**src/rtl/hop_afh_remap_pkg.sv**
```systemverilog
`default_nettype none
// ============================================================================
//  Module      : hop_pkg
//  Description : Shared types and constants for the AFH hop-channel back end.
//                Holds the sequencer state encoding and the standard
//                channel-count / minimum-used-channel constants.
//  Revision    : 1.0 - initial release
// ============================================================================
package hop_pkg;

    localparam int N_CH_BT      = 79;
    localparam int AFH_N_MIN_BT = 20;

    typedef enum logic [2:0] {
        IDLE   = 3'd0,
        DIV    = 3'd1,
        REDUCE = 3'd2,
        SCAN   = 3'd3,
        DONE   = 3'd4
    } hop_state_t;

endpackage
`default_nettype wire

```
**src/rtl/hop_afh_remap_seq_mod_rem.sv**
```systemverilog
`default_nettype none
// ============================================================================
//  Module      : seq_mod_rem
//  Description : Serial restoring remainder. Consumes one dividend bit per
//                enabled cycle, MSB first, and keeps a running remainder.
//                Works for any divisor, including 0 (the result is then
//                meaningless but the engine never stalls).
//  Ports       : clk_6M   - clock
//                rstz     - asynchronous active-low reset
//                start    - load dividend, clear remainder
//                en       - process one dividend bit
//                dividend - value to reduce (sampled on start)
//                divisor  - modulus, must be stable while en is high
//                rem      - running / final remainder
//  Revision    : 1.0 - initial release
// ============================================================================
module seq_mod_rem #(
    parameter int DIVW = 25,
    parameter int CHW  = 7
) (
    input  logic            clk_6M,
    input  logic            rstz,
    input  logic            start,
    input  logic            en,
    input  logic [DIVW-1:0] dividend,
    input  logic [CHW-1:0]  divisor,
    output logic [CHW-1:0]  rem
);

    logic [DIVW-1:0] shreg;
    logic [CHW:0]    r;
    logic [CHW:0]    r_shift;
    logic [CHW:0]    r_next;
    logic [CHW:0]    divisor_ext;

    assign divisor_ext = {1'b0, divisor};
    // One extra bit keeps the doubled remainder exact before the compare.
    assign r_shift     = (r << 1) | {{CHW{1'b0}}, shreg[DIVW-1]};
    assign r_next      = (r_shift >= divisor_ext) ? (r_shift - divisor_ext) : r_shift;

    always_ff @(posedge clk_6M or negedge rstz) begin
        if (!rstz) begin
            shreg <= '0;
            r     <= '0;
        end else if (start) begin
            shreg <= dividend;
            r     <= '0;
        end else if (en) begin
            shreg <= shreg << 1;
            r     <= r_next;
        end
    end

    assign rem = r[CHW-1:0];

endmodule
`default_nettype wire

```
**src/rtl/hop_afh_remap.sv**
```systemverilog
`default_nettype none
// ============================================================================
//  Module      : hop_afh_remap
//  Description : Per-slot hop-channel back end. Computes F = dividend mod N_CH
//                and F' = dividend mod afh_n with two serial remainder
//                engines, then, when AFH is enabled and the unmapped channel
//                is unused, remaps it to the idx-th used channel of chmap.
//  Ports       : clk_6M, rstz        - clock, async active-low reset
//                start_p, abort_p    - run start / synchronous abort
//                dividend, ch_in,
//                afh_en, afh_n, chmap - run inputs, sampled on start_p
//                busy, done_p        - run status / result-valid pulse
//                ch_out, F_o,
//                Fprime_o, err       - results, held until next done_p
//  Revision    : 1.0 - initial release
// ============================================================================
module hop_afh_remap
    import hop_pkg::*;
#(
    parameter int N_CH      = N_CH_BT,
    parameter int CHW       = 7,
    parameter int DIVW      = 25,
    parameter int AFH_N_MIN = AFH_N_MIN_BT
) (
    input  logic            clk_6M,
    input  logic            rstz,
    input  logic            start_p,
    input  logic            abort_p,
    input  logic [DIVW-1:0] dividend,
    input  logic [CHW-1:0]  ch_in,
    input  logic            afh_en,
    input  logic [CHW-1:0]  afh_n,
    input  logic [N_CH-1:0] chmap,
    output logic            busy,
    output logic            done_p,
    output logic [CHW-1:0]  ch_out,
    output logic [CHW-1:0]  F_o,
    output logic [CHW-1:0]  Fprime_o,
    output logic            err
);

    localparam int             DCW       = (DIVW > 1) ? $clog2(DIVW) : 1;
    localparam logic [DCW-1:0] DIV_LAST  = DCW'(DIVW - 1);
    localparam logic [CHW-1:0] N_CH_C    = CHW'(N_CH);
    localparam logic [CHW-1:0] AFH_MIN_C = CHW'(AFH_N_MIN);
    localparam logic [CHW-1:0] P_LAST    = CHW'(N_CH - 1);

    hop_state_t state, state_d;

    // Shadow copies of the run inputs.
    logic [CHW-1:0]  ch_s;
    logic            afh_en_s;
    logic [CHW-1:0]  afh_n_s;
    logic [N_CH-1:0] chmap_s;

    logic [DCW-1:0]  div_cnt;
    logic [CHW:0]    idx;
    logic            idx_first;
    logic [CHW-1:0]  p;
    logic [CHW-1:0]  cnt;
    logic [CHW-1:0]  res_ch;
    logic            res_err;
    logic            res_fp_ok;

    logic [CHW-1:0]  rem_f;
    logic [CHW-1:0]  rem_fp;

    logic            start_acc;
    logic            div_last;
    logic            afh_bad;
    logic            ch_used;
    logic [CHW:0]    afh_ext;
    logic [CHW:0]    idx_cur;
    logic            idx_ge;
    logic            scan_hit;
    logic            p_last;

    assign start_acc = start_p && !abort_p && (state == IDLE);
    assign div_last  = (div_cnt == DIV_LAST);
    assign afh_bad   = (afh_n_s < AFH_MIN_C) || (afh_n_s > N_CH_C);
    assign ch_used   = chmap_s[ch_s];
    assign afh_ext   = {1'b0, afh_n_s};
    // The first REDUCE cycle seeds idx straight from the finished F' engine.
    assign idx_cur   = idx_first ? ({1'b0, rem_fp} + {1'b0, ch_s}) : idx;
    assign idx_ge    = (idx_cur >= afh_ext);
    assign scan_hit  = chmap_s[p] && (cnt == idx[CHW-1:0]);
    assign p_last    = (p == P_LAST);

    seq_mod_rem #(.DIVW(DIVW), .CHW(CHW)) u_rem_f (
        .clk_6M   (clk_6M),
        .rstz     (rstz),
        .start    (start_acc),
        .en       (state == DIV),
        .dividend (dividend),
        .divisor  (N_CH_C),
        .rem      (rem_f)
    );

    seq_mod_rem #(.DIVW(DIVW), .CHW(CHW)) u_rem_fp (
        .clk_6M   (clk_6M),
        .rstz     (rstz),
        .start    (start_acc),
        .en       (state == DIV),
        .dividend (dividend),
        .divisor  (afh_n_s),
        .rem      (rem_fp)
    );

    always_ff @(posedge clk_6M or negedge rstz) begin
        if (!rstz) state <= IDLE;
        else       state <= state_d;
    end

    always_comb begin
        state_d = state;
        case (state)
            IDLE:   if (start_p) state_d = DIV;
            DIV: begin
                if (div_last) begin
                    if (!afh_en_s || ch_used || afh_bad) state_d = DONE;
                    else                                 state_d = REDUCE;
                end
            end
            REDUCE: if (!idx_ge) state_d = SCAN;
            SCAN:   if (scan_hit || p_last) state_d = DONE;
            DONE:   state_d = IDLE;
            default: state_d = IDLE;
        endcase
        if (abort_p) state_d = IDLE;
    end

    always_ff @(posedge clk_6M or negedge rstz) begin
        if (!rstz) begin
            ch_s      <= '0;
            afh_en_s  <= 1'b0;
            afh_n_s   <= '0;
            chmap_s   <= '0;
            div_cnt   <= '0;
            idx       <= '0;
            idx_first <= 1'b0;
            p         <= '0;
            cnt       <= '0;
            res_ch    <= '0;
            res_err   <= 1'b0;
            res_fp_ok <= 1'b0;
            done_p    <= 1'b0;
            ch_out    <= '0;
            F_o       <= '0;
            Fprime_o  <= '0;
            err       <= 1'b0;
        end else begin
            done_p <= 1'b0;
            if (start_acc) begin
                ch_s     <= ch_in;
                afh_en_s <= afh_en;
                afh_n_s  <= afh_n;
                chmap_s  <= chmap;
                div_cnt  <= '0;
            end
            case (state)
                DIV: begin
                    div_cnt <= div_cnt + 1'b1;
                    if (div_last) begin
                        idx_first <= 1'b1;
                        p         <= '0;
                        cnt       <= '0;
                        res_ch    <= ch_s;
                        res_err   <= afh_en_s && !ch_used && afh_bad;
                        // An out-of-range afh_n makes F' meaningless; report 0.
                        res_fp_ok <= afh_en_s && !afh_bad;
                    end
                end
                REDUCE: begin
                    idx_first <= 1'b0;
                    idx       <= idx_ge ? (idx_cur - afh_ext) : idx_cur;
                end
                SCAN: begin
                    if (scan_hit) begin
                        res_ch <= p;
                    end else begin
                        if (chmap_s[p]) cnt <= cnt + 1'b1;
                        if (p_last)     res_err <= 1'b1;
                        p <= p + 1'b1;
                    end
                end
                DONE: begin
                    if (!abort_p) begin
                        done_p   <= 1'b1;
                        ch_out   <= res_ch;
                        err      <= res_err;
                        F_o      <= rem_f;
                        Fprime_o <= res_fp_ok ? rem_fp : '0;
                    end
                end
                default: ;
            endcase
        end
    end

    // done_p is the final cycle of a run, so it extends busy by one.
    assign busy = (state != IDLE) || done_p;

endmodule
`default_nettype wire

```
**config.mk**
```make
export PLATFORM = sky130hd
export DESIGN_NAME = hop_afh_remap
export DESIGN_NICKNAME = d
export VERILOG_FILES = /design/src/rtl/hop_afh_remap_pkg.sv /design/src/rtl/hop_afh_remap_seq_mod_rem.sv /design/src/rtl/hop_afh_remap.sv
export SDC_FILE = /design/constraint.sdc
export NUM_CORES = 1
export LEC_CHECK = 0
export BUFFER_PORTS_ARGS = -buffer_cell sky130_fd_sc_hd__clkbuf_2
export CORE_MARGIN = 2
export CORE_UTILIZATION = 40
export CTS_BUF_LIST = sky130_fd_sc_hd__clkbuf_2
export DETAILED_ROUTE_END_ITERATION = 12
export MAX_ROUTING_LAYER = met4
export SLEW_MARGIN = 5
export SYNTH_ARGS = -nofsm -noshare
export SYNTH_HDL_FRONTEND = slang
export SYNTH_SLANG_ARGS = --single-unit
```
**constraint.sdc**
```tcl
create_clock -name clk_6M -period 4.4 [get_ports clk_6M]
set_input_delay 0.44 -clock clk_6M [delete_from_list [all_inputs] [get_ports clk_6M]]
set_output_delay 0.44 -clock clk_6M [all_outputs]
set_load 0.05 [all_outputs]
```
== Yosys cells after proc, flatten, opt, wreduce, memory -nomap -nowiden ==
Cells that the tools add are included.

* Reductions and logical operators: 28
* Equal/unequal tests: 16
* Add/sub/neg operators: 7
* Muxes and demuxes: 43
* Bitwise logic cells: 3
* Order comparisons: 7

{| class="wikitable"
|+ Operators by type and width
! cell !! count
|-
| 2-to-1 mux 25 bit || 4
|-
| 2-to-1 mux 7 bit || 13
|-
| one-hot mux 7 bit (2 select lines) || 3
|-
| 2-to-1 mux 3 bit || 6
|-
| greater-or-equal comparator 8 x 7 -> 1 bit || 2
|-
| less-than comparator 7 x 8 -> 1 bit (second input constant) || 2
|-
| 2-to-1 mux 8 bit || 2
|-
| bitwise OR 8 x 1 -> 8 bit || 2
|-
| adder 7 x 1 -> 7 bit (second input constant) || 2
|-
| binary-select mux 1 bit (select 7 bit) || 2
|-
| inequality test 3 bit (second input constant) || 4
|-
| one-hot mux 3 bit (4 select lines) || 1
|-
| AND reduction 4 bit || 3
|-
| 2-to-1 mux 5 bit || 2
|-
| inequality test 2 bit (second input constant) || 5
|-
| adder 7 x 7 -> 8 bit || 1
|-
| greater-or-equal comparator 8 x 7 -> 1 bit (second input constant) || 1
|-
| 2-to-1 mux 1 bit || 8
|-
| subtractor 8 x 7 -> 8 bit || 1
|-
| == test 7 bit || 1
|-
| == test 7 bit (second input constant) || 1
|-
| greater-than comparator 7 bit (second input constant) || 1
|-
| less-than comparator 7 x 5 -> 1 bit (second input constant) || 1
|-
| subtractor 7 bit || 1
|-
| 16 further kinds || 35
|}

* Output and inout bits: 24
* Bits in registers: 221
* Logic and storage cells: 126

== Logic depth before layout (Yosys ltp) ==
Gate-level depths: netlist of the first run.

* Word-level depth: 8
* Depth in mapped cells: 14

== By module ==
Synthesis of the first run repeated with hierarchy kept, for this count alone.

* Cells, all modules: 1,330
* Area, all modules: 12,430.7 µm²

{| class="wikitable"
|+ By module, submodules not included
! module !! cells an instance !! seq. area each (µm²) !! instances !! area an instance (µm²)
|-
| hop_afh_remap || 920 || 3,928.8 || 1 || 8,622.0
|-
| seq_mod_rem || 205 || 800.8 || 2 || 1,904.3
|}

== Worst setup path after synthesis of the first run ==
Ideal clock, no wire load.

* Path type: flip-flop to flip-flop
* From: reg u_rem_fp.r[0]
* To: reg idx[0]
* Buffers on the path: 0
* Required time: 4.317 ns
* Path slack: 0.799 ns
* Setup time: 0.083 ns
* Cell stages (with the launch flop): 12
* Arrival: 3.518 ns
* Cells stage by stage: dfrtp_1 ha_1 fa_1 mux2_2 fa_1 a21o_1 a21oi_1 o21bai_1 a21o_1 a221oi_2 mux2_2 o22ai_1

* Cells in the longest elaborated chain, start to end: 4
* Elaborated cells on any way between the ends: 5

{| class="wikitable"
|+ Ends and longest elaborated chain
! item !! RTL line !! text
|-
| from (decl) || hop_afh_remap_seq_mod_rem.sv:31 || <nowiki>logic [CHW:0] r;</nowiki>
|-
| from (signal assigned) || hop_afh_remap_seq_mod_rem.sv:50 || <nowiki>r <= r_next;</nowiki>
|-
| adder 7 x 7 -> 8 bit * || hop_afh_remap.sv:84 || <nowiki>assign idx_cur = idx_first ? ({1'b0, rem_fp} + {1'b0, ch_s}) : idx;</nowiki>
|-
| 2-to-1 mux 8 bit * || hop_afh_remap.sv:84 ||
|-
| subtractor 8 x 7 -> 8 bit or greater-or-equal comparator 8 x 7 -> 1 bit (tied branches) || hop_afh_remap.sv:175, hop_afh_remap.sv:85 ||
|-
| 2-to-1 mux 8 bit * || hop_afh_remap.sv:175 || <nowiki>idx <= idx_ge ? (idx_cur - afh_ext) : idx_cur;</nowiki>
|-
| to (signal assigned) || hop_afh_remap.sv:175 ||
|-
| to (decl) || hop_afh_remap.sv:57 || <nowiki>logic [CHW:0] idx;</nowiki>
|}

Mark *: on every way between the ends. The rest lies on a longest branch, timed or not.
A chain may end at the register's enable or synchronous reset.

== Worst setup path in the final report of the first run ==
* From: reg u_rem_fp.r[0]
* To: reg state[0]

* Cells in the longest elaborated chain, start to end: 5

{| class="wikitable"
|+ Ends and longest elaborated chain
! item !! RTL line !! text
|-
| adder 7 x 7 -> 8 bit || hop_afh_remap.sv:84 ||
|-
| 2-to-1 mux 8 bit || hop_afh_remap.sv:84 ||
|-
| greater-or-equal comparator 8 x 7 -> 1 bit || hop_afh_remap.sv:85 || <nowiki>assign idx_ge = (idx_cur >= afh_ext);</nowiki>
|-
| inequality test 3 bit (no line) || n/a ||
|-
| AND reduction 4 bit (no line) || n/a ||
|-
| to (signal assigned) || hop_afh_remap.sv:111 || <nowiki>else state <= state_d;</nowiki>
|-
| to (decl) || hop_afh_remap.sv:48 || <nowiki>hop_state_t state, state_d;</nowiki>
|}

No other way between the ends.

==> impl_metrics.env, run 1 <==
export IMPL_fin_util_pct=50.4
export IMPL_seqCellArea_sq_um=4910
export IMPL_worstSkewPairLatency_ps=820
export IMPL_largest_reg_flops=79
export IMPL_hpwl_um=19600
export IMPL_yosys_top_cells_area="dfrtp_1, nand2_1, mux4_2"
export IMPL_wire_per_inst_um=16.9
export IMPL_crit_fanout=6
export IMPL_reg2reg_setup_slack_ps=250
export IMPL_n_fill_cell=2485
export IMPL_drt_initial_drc_count=637
export IMPL_critPathMaxStageDelay_ps=560
export IMPL_r2r_start="u_rem_fp.r[0]"
export IMPL_layout_common_cells="nand2_1, dfrtp_1, clkbuf_2, dlygate4sd3_1, o21ai_0"
export IMPL_cts_made_buffers=17
export IMPL_maxSlewViolCount=0
export IMPL_seq_power_share_pct=46.3
export IMPL_multi_input_area_sq_um=5320
export IMPL_overflow=0
export IMPL_cap_violations=0
export IMPL_yosys_warnings=0
export IMPL_max_slew_margin_pct=20.9
export IMPL_die_h_um=167
export IMPL_top_register="chmap_s"
export IMPL_synth_cell_types=64
export IMPL_arrival_ps=4890
export IMPL_path_cells="ha_1 > fa_1 > a21o_1 > a21oi_1 > o21ai_0 > a21oi_1 > xor2_1 > o21ai_0 > ha_1 > nand4_1 > o21bai_1 > a221oi_4 > buf_4 > nand3_1 > a31oi_1 > dlygate4sd3_1"
export IMPL_cp_slowest_cell="dlygate4sd3_1"
export IMPL_fin_crit_ps=4150
export IMPL_power_mw=5.28
export IMPL_ys_ff_latch=196
export IMPL_p_sw_share_pct=38.2
export IMPL_grt_pass1_vias=8680
export IMPL_firstDrtPassIters=5
export IMPL_core_rowCount=59
export IMPL_io_pin_count=147
export IMPL_cp_start_kind="register"
export IMPL_tns_ps=0
export IMPL_leakage_nw=6.41
export IMPL_critical_path_top_delay_family="compound AO/OA/AOI/OAI gates"
export IMPL_coreArea_sq_um=26000
export IMPL_syn_area_sq_um=10600
export IMPL_worstSetupPathDepth=16
export IMPL_via_per_inst=5.21
export IMPL_ys_seq_area_share_pct=46.4
export IMPL_crit_path_end_kind="register"
export IMPL_start_util_pct=40.7
export IMPL_final_cells=1715
export IMPL_period_share_pct=94.4
export IMPL_drtAntennaViolNets=0
export IMPL_holdWs_ps=233
export IMPL_io_buffers=146
export IMPL_p_clk_share_pct=18.6
export IMPL_fmax_ghz=0.241
export IMPL_final_nets=1519
export IMPL_synth_area_leader_cell="dfrtp_1"
export IMPL_areaGrowthSynthToFinish_pct=23.8
export IMPL_fin_worst_skew_ps=56.4
export IMPL_grtUsageTotal_pct=21.8
export IMPL_hold_viol=0
export IMPL_layout_drive_gt1_share_pct=18.5
export IMPL_power_density_nw_per_um2=403
export IMPL_reg2reg_depth=16
export IMPL_rsz0062_at_grt="false"
export IMPL_final_common_cell="nand2_1"
export IMPL_async_flop_share_pct=100
export IMPL_worstMarginPinSlew_ps=1180
export IMPL_yosys_area_top_type_share_pct=46.4
export IMPL_globalplace_congestion=0.899
export IMPL_outcome="finished, final reports clean"
export IMPL_synth_area_per_cell_sq_um=9.34
export IMPL_largest_registers="chmap_s (79), u_rem_f.shreg (25), idx (8)"
export IMPL_synth_nets=1284
export IMPL_finalSetupViolCount=0
export IMPL_path_clk_slew_ps=310
export IMPL_vias=8941
export IMPL_cts_buffer_depth=2
export IMPL_wl_um=29000
export IMPL_clock_root_buffer="clkbuf_2"
export IMPL_synthFlopType="dfrtp_1"
export IMPL_vdd_drop_max_uv=192
export IMPL_die_x_um=167
export IMPL_clock_sinks=196
export IMPL_cp_num_buf_inv=2
export IMPL_p_int_mw=3.26
export IMPL_die_area_sq_um=27700
export IMPL_power_frac_comb_pct=35.1
export IMPL_grt_max_degree=101
export IMPL_critPathCapture="state[0]"
export IMPL_grt_pass1_wl_um=47200
export IMPL_worstSetupPathType="register to register"
export IMPL_drc=0
export IMPL_cts_tree="yes"
export IMPL_crit_required_ps=5140
export IMPL_p_switching_mw=2.02
export IMPL_antenna_found_initial=1
export IMPL_htreeDepth=4
export IMPL_synth_edff_count=0
export IMPL_post_place_cells=1559
export IMPL_synthCells=1131
export IMPL_hold_class="input pin to async pin"
export IMPL_crit_start="u_rem_fp.r[0]"
export IMPL_reg2reg_to="state[0]"
-- how the worst min path moves through the flow --
stage | to | slack (ps) | cells after the start
floorplan | F_o[0] | 140 | 0
global placement | u_rem_f.shreg[3] | 460 | 2
detailed placement | u_rem_f.shreg[10] | 460 | 2
CTS | chmap_s[58] | 210 | 2
global route | chmap_s[27] | 210 | 4
finish | ch_out[4] | 230 | 2
-- worst reg2reg max path, stage by stage (launching register included) --
cell	delay, ps
dfrtp_2	520
ha_1	220
fa_1	400
a21o_1	180
a21oi_1	210
o21ai_0	110
a21oi_1	190
xor2_1	200
o21ai_0	110
ha_1	380
nand4_1	140
o21bai_1	120
a221oi_4	270
buf_4	230
nand3_1	90
a31oi_1	180
dlygate4sd3_1	560
-- cell usage after synthesis (2+ instances only) --
cell type  number
nand2_1       384
dfrtp_1       196
o21ai_0        54
clkbuf_1       49
mux2i_1        43
a22oi_1        42
a21oi_1        31
ha_1           27
nor2_1         26
inv_1          25
mux4_2         24
nand3_1        21
mux2_2         19
xnor2_1        16
or4_1          13
nor2b_1        12
buf_1           9
nor3_1          9
o31ai_1         9
a21o_1          8
o211ai_1        8
xor2_1          8
nand2b_1        7
o221a_2         7
nand4_1         6
nor4_1          6
and2_1          5
a31oi_1         4
or3_1           4
a311oi_1        3
and3_1          3
buf_2           3
buf_6           3
fa_1            3
nand3b_1        3
o211a_1         3
or2_2           3
a21boi_0        2
a22o_1          2
a32o_1          2
buf_4           2
nor3b_1         2
o21a_1          2
o21bai_1        2
o31a_1          2
-- timing repair --
item / 4_1_cts / 5_1_grt
hold buffers: 122 / 0
buffers inserted: 0 / 1
hold endpoints to repair: 219 / 0
endpoints found under the setup margin: 0 / 1
gates resized for setup: 0 / 3
-- metal layers --
metal | up-vias | part of all wire, % | GRT usage (%)
met4 | 0 | 1.4 | 4.76
li1 | 4390 | - | -
met3 | 23 | 4.5 | 3.04
met5 | - | 0 | -
met1 | 4292 | 47 | 30.9
met2 | 236 | 47 | 33.6
-- through the flow --
step	instance area [sq um]	worst slack, ps
after floorplan	10600	799
after global placement	11600	702
after detailed placement	11600	670
after CTS	13100	152
after global routing	13100	47.7
final	13100	248
-- power by group through the flow --
stage	Combinational, mW	Sequential [mW]	Clock (mW)
after detailed placement	1.73	2.48	0
after global placement	1.71	2.47	0
after floorplan	1.33	2.35	0
final	1.85	2.44	0.980
after CTS	1.82	2.44	1.01
after global routing	2.08	2.50	1.09
-- kinds of logic (layout without fill, tap and decap cells) --
family | after synthesis | after routing | share of synthesized area [%]
mux | 88 | 88 | 11.6
other cells | 0 | 1 | 0
xor+xnor | 24 | 24 | 1.99
simple gates | 509 | 509 | 20.4
flops | 196 | 196 | 46.4
compound gates | 193 | 193 | 12.3
buf+inv | 91 | 339 | 3.55
fa+ha+maj | 30 | 30 | 3.77
-- final cells by class --
cell class                 count  area share [%]
antenna                        1          0.0191
clock buffer                  17           0.650
clock inverter                15            1.39
inverter                      25           0.717
multi-input combinational    844            40.6
sequential                   196            37.5
tap                          335            3.20
timing repair buffer         282            15.9
(Power assumes the default switching activity.)
==> inputs of run 2 (changes only) <==
Settings changed: RECOVER_POWER set to 25.
==> run 2 against run 1 <==
- the run now ends with max-capacitance violations, max-slew violations left
- sequential power barely moved
- final area fell by 0.10%
- total power barely moved
- routed wire length barely moved
- clock power barely moved
- worst hold slack improved by 52 ps
- largest power group unchanged
==> impl_metrics.env, run 2 (same netlist as run 1, synthesis figures left out) <==
export IMPL_fin_worst_skew_ps=56.4
export IMPL_reg2reg_to="state[0]"
export IMPL_setup_slack_ps=248
export IMPL_io_buffers=146
export IMPL_worstSkewPairLatency_ps=820
export IMPL_cts_made_buffers=17
export IMPL_cts_tree="yes"
export IMPL_hold_depth=4
export IMPL_hpwl_um=19600
export IMPL_period_share_pct=94.4
export IMPL_largest_registers="chmap_s (79), u_rem_f.shreg (25), idx (8)"
export IMPL_clock_root_buffer="clkbuf_2"
export IMPL_power_density_nw_per_um2=404
export IMPL_worstSetupPathType="register to register"
export IMPL_top_register="chmap_s"
export IMPL_fin_crit_ps=4150
export IMPL_vias=8941
export IMPL_tns_ps=0
export IMPL_leakage_nw=6.41
export IMPL_finalSetupViolCount=0
export IMPL_firstDrtPassIters=5
export IMPL_hold_viol=0
export IMPL_core_rowCount=59
export IMPL_drc=0
export IMPL_layout_common_cells="nand2_1, dfrtp_1, clkbuf_2, dlygate4sd3_1, o21ai_0"
export IMPL_die_h_um=167
export IMPL_hold_class="input pin to register"
export IMPL_crit_path_end_kind="register"
export IMPL_antenna_found_initial=1
export IMPL_start_util_pct=40.7
export IMPL_n_fill_cell=2490
export IMPL_hold_end="chmap_s[34]"
export IMPL_globalplace_congestion=0.899
export IMPL_clock_sinks=196
export IMPL_drtAntennaViolNets=0
export IMPL_cap_violations=1
export IMPL_via_per_inst=5.21
export IMPL_cp_start_kind="register"
export IMPL_vdd_drop_max_uv=192
export IMPL_place_ws_ps=670
export IMPL_outcome="complete, but fails checks"
export IMPL_cts_buffer_depth=2
export IMPL_violations="max-capacitance violations, max-slew violations"
export IMPL_grt_pass1_vias=8680
export IMPL_final_common_cell="nand2_1"
export IMPL_path_clk_slew_ps=350
export IMPL_crit_fanout=6
export IMPL_r2r_start="u_rem_fp.r[0]"
export IMPL_grtUsageTotal_pct=21.8
export IMPL_final_nets=1519
export IMPL_crit_required_ps=5140
export IMPL_fmax_ghz=0.241
export IMPL_reg2reg_depth=16
export IMPL_die_area_sq_um=27700
export IMPL_coreArea_sq_um=26000
export IMPL_grt_pass1_wl_um=47200
export IMPL_arrival_ps=4890
export IMPL_layout_drive_gt1_share_pct=18.5
export IMPL_io_pin_count=147
export IMPL_drt_initial_drc_count=635
export IMPL_rsz0062_at_grt="false"
export IMPL_overflow=0
export IMPL_reg2reg_setup_slack_ps=250
export IMPL_min_from="start_p"
export IMPL_largest_reg_flops=79
export IMPL_worstMarginPinSlew_ps=2560
export IMPL_wl_um=29000
export IMPL_htreeDepth=4
export IMPL_grt_max_degree=101
export IMPL_wire_per_inst_um=16.9
export IMPL_max_slew_margin_pct=-70.4
export IMPL_die_x_um=167
export IMPL_maxSlewViolCount=101
export IMPL_areaGrowthSynthToFinish_pct=23.7
run 2: cell types whose count changed in the layout (fill, tap and decap cells not counted):
cell and change:
clkbuf_2 +3, buf_4 -2, clkbuf_8 -1
run 2: how the worst max path moves through the flow:
stage                        startpoint        to  slack [ps]
after floorplan           u_rem_fp.r[0]    idx[0]         800
after global placement    u_rem_fp.r[0]    idx[3]         700
after detailed placement  u_rem_fp.r[0]    idx[4]         670
after CTS                 u_rem_fp.r[0]  state[0]         150
after global routing      u_rem_fp.r[0]  state[0]          50
final                     u_rem_fp.r[0]  state[0]         250
run 2: metal layers:
metal	wire length, um	vias up	GRT usage (%)
met2	13600	236	33.6
met3	1300	23	3.04
met1	13700	4292	30.9
met4	392	0	4.76
met5	0	-	-
li1	-	4390	-
run 2: repair_timing:
| action | CTS | global route |
|---|---|---|
| endpoints found under the hold margin | 219 | 0 |
| setup endpoints to repair | 0 | 1 |
| setup buffers | 0 | 1 |
| hold buffers | 122 | 0 |
| resized for setup | 0 | 3 |
run 2: area by class of cell:
| class | count | area [sq um] | area share, % |
|---|---|---|---|
| Tap cell | 335 | 419 | 3.21 |
| Clock inverter | 15 | 181 | 1.39 |
| Antenna cell | 1 | 2.50 | 0.0191 |
| Clock buffer | 17 | 85.1 | 0.651 |
| Inverter | 25 | 93.8 | 0.718 |
| Timing Repair Buffer | 282 | 2060 | 15.8 |
| Multi-Input combinational cell | 844 | 5320 | 40.7 |
| Sequential cell | 196 | 4910 | 37.5 |
run 2: metrics by stage:
step | instance area (sq um) | cells | hold WS, ps | util [%] | total power, mW
floorplan | 10600 | 1131 | 144 | - | 3.68
global placement | 11600 | 1559 | 459 | 44.5 | 4.17
detailed placement | 11600 | 1559 | 463 | 44.5 | 4.21
CTS | 13100 | 1713 | 215 | 50.3 | 5.28
global route | 13100 | 1715 | 207 | 50.3 | 5.67
finish | 13100 | 1715 | 285 | 50.3 | 5.28
run 2: worst max-delay path: stages (launching register included):
cell	delay [ps]
dfrtp_2	520
ha_1	220
fa_1	400
a21o_1	180
a21oi_1	210
o21ai_0	110
a21oi_1	190
xor2_1	200
o21ai_0	110
ha_1	380
nand4_1	140
o21bai_1	120
a221oi_4	270
buf_4	230
nand3_1	80
a31oi_1	180
dlygate4sd3_1	560
run 2: power breakdown:
group / internal, mW / switching (mW)
sequential: 2.12 / 0.329
clock: 0.247 / 0.733
combinational: 0.896 / 0.957
==> inputs of run 3 (changes only) <==
Settings changed: CORE_ASPECT_RATIO set to 0.8.
==> run 3 against run 2 <==
- the run still ends with max-capacitance violations, max-slew violations left
- critical path depth stayed put
- global-route usage is 0.45 points higher
- non-clock buffer count is 2 higher
- count of clock-buffer cells in the layout stayed put
- final cell count is 1.6% higher
- sequential power hardly changed
- combinational power hardly changed
- first-iteration DRC count is 16% lower
- largest power group unchanged
==> impl_metrics.env, run 3 (same netlist as run 1, synthesis figures left out) <==
export IMPL_outcome="complete, but fails checks"
export IMPL_violations="max-capacitance violations, max-slew violations"
export IMPL_dpl_cell_area_sq_um=11600
export IMPL_crit_fanout=5
export IMPL_reg2reg_setup_slack_ps=330
export IMPL_p_sw_share_pct=38.4
export IMPL_overflow=0
export IMPL_vdd_drop_max_uv=212
export IMPL_globalplace_congestion=0.848
export IMPL_reg2reg_to="state[0]"
export IMPL_leakage_nw=6.41
export IMPL_final_common_cell="nand2_1"
export IMPL_die_x_um=186
export IMPL_grtUsageTotal_pct=22.3
export IMPL_fin_worst_skew_ps=63.3
export IMPL_critPathCapture="state[0]"
export IMPL_cts_tree="yes"
export IMPL_hold_class="input pin to register"
export IMPL_p_clk_share_pct=18.5
export IMPL_drtAntennaViolNets=0
export IMPL_crit_path_end_kind="register"
export IMPL_wire_per_inst_um=16.6
export IMPL_worstSkewPairLatency_ps=840
export IMPL_tns_ps=0
export IMPL_largest_registers="chmap_s (79), u_rem_f.shreg (25), idx (8)"
export IMPL_r2r_start="u_rem_fp.r[0]"
export IMPL_power_frac_comb_pct=35.2
export IMPL_layout_common_cells="nand2_1, dfrtp_1, clkbuf_2, dlygate4sd3_1, o21ai_0"
export IMPL_finalInstanceArea_sq_um=13100
export IMPL_clock_sinks=196
export IMPL_firstDrtPassIters=5
export IMPL_htreeDepth=4
export IMPL_reg2reg_depth=16
export IMPL_hold_viol=0
export IMPL_fin_crit_ps=4070
export IMPL_cap_violations=1
export IMPL_io_buffers=146
export IMPL_path_clk_slew_ps=340
export IMPL_seq_power_share_pct=46.3
export IMPL_max_slew_margin_pct=-118
export IMPL_place_ws_ps=544
export IMPL_die_h_um=149
export IMPL_antenna_found_initial=1
export IMPL_crit_start="u_rem_fp.r[0]"
export IMPL_start_util_pct=40.4
export IMPL_clock_root_buffer="clkbuf_2"
export IMPL_fmax_ghz=0.245
export IMPL_core_rowCount=53
export IMPL_crit_required_ps=5170
export IMPL_grt_pass1_wl_um=46700
export IMPL_grt_max_degree=128
export IMPL_wl_um=29000
export IMPL_holdWs_ps=216
export IMPL_post_place_cells=1581
export IMPL_worstSetupPathType="register to register"
export IMPL_cp_start_kind="register"
export IMPL_power_density_nw_per_um2=403
export IMPL_worstMarginPinSlew_ps=3260
export IMPL_power_mw=5.29
export IMPL_drt_initial_drc_count=536
export IMPL_vias=8989
export IMPL_p_switching_mw=2.03
export IMPL_setup_slack_ps=327
export IMPL_maxSlewViolCount=127
export IMPL_final_nets=1521
export IMPL_areaGrowthSynthToFinish_pct=24.2
export IMPL_coreArea_sq_um=26100
export IMPL_grt_pass1_vias=8630
export IMPL_largest_reg_flops=79
export IMPL_io_pin_count=147
export IMPL_arrival_ps=4840
export IMPL_via_per_inst=5.16
export IMPL_drc=0
export IMPL_p_int_mw=3.26
export IMPL_cts_made_buffers=17
export IMPL_layout_drive_gt1_share_pct=18.5
export IMPL_fin_util_pct=50.2
export IMPL_die_area_sq_um=27700
export IMPL_cts_buffer_depth=2
export IMPL_finalSetupViolCount=0
export IMPL_period_share_pct=92.6
export IMPL_hpwl_um=19600
export IMPL_top_register="chmap_s"
export IMPL_final_cells=1742
run 3: cell types whose count changed in the layout (fill, tap and decap cells not counted), sizes merged:
cell / delta
inv: -1
buf: +4
clkinv: -2
clkinvlp: +3
clkbuf: -2
diode: +3
run 3: power groups by stage:
| stage | Combinational [mW] | Sequential, mW | Clock (mW) |
|---|---|---|---|
| finish | 1.86 | 2.45 | 0.979 |
| global route | 2.08 | 2.51 | 1.08 |
| CTS | 1.82 | 2.45 | 1.02 |
| detailed placement | 1.73 | 2.48 | 0 |
| global placement | 1.71 | 2.47 | 0 |
| floorplan | 1.33 | 2.35 | 0 |
run 3: critical path: stages (launching register included):
cell and delay, ps:
dfrtp_2 510, ha_1 220, fa_1 410, a21o_1 180
a21oi_1 210, o21ai_0 110, a21oi_1 180, xor2_1 200
o21ai_0 110, ha_1 380, nand4_1 140, o21bai_1 130
a221oi_4 260, buf_4 200, nand3_1 80, a31oi_1 170
dlygate4sd3_1 550
run 3: area by class of cell:
cell class                      instances  area [sq um]
Antenna cell                            4          10.0
Clock buffer                           17          85.1
Clock inverter                         15           181
Fill cell                            2493         13000
Inverter                               25          93.8
Multi-Input combinational cell        844          5310
Sequential cell                       196          4910
Tap cell                              357           447
Timing Repair Buffer                  284          2080
run 3: per-layer routing:
metal	track usage (%)	share of wire, %	vias up
met2	33.7	46	202
met1	31.9	49	4361
li1	-	-	4401
met5	-	0	-
met4	5.35	1.3	0
met3	2.91	3.9	25
run 3: timing repair:
item                       in CTS  in global routing
hold buffers                  122                  0
buffers inserted                0                  3
gates resized for setup         0                  2
hold endpoints to repair      248                  0
setup endpoints to repair       0                  1
run 3: worst min path at each step:
stage	depth (start not counted)	from	end
after floorplan	0	rstz	F_o[0]
after global routing	4	start_p	afh_n_s[0]
after detailed placement	2	u_rem_f.shreg[21]	u_rem_f.shreg[21]
after global placement	2	u_rem_f.shreg[3]	u_rem_f.shreg[3]
final	4	start_p	afh_n_s[0]
after CTS	4	start_p	afh_n_s[0]
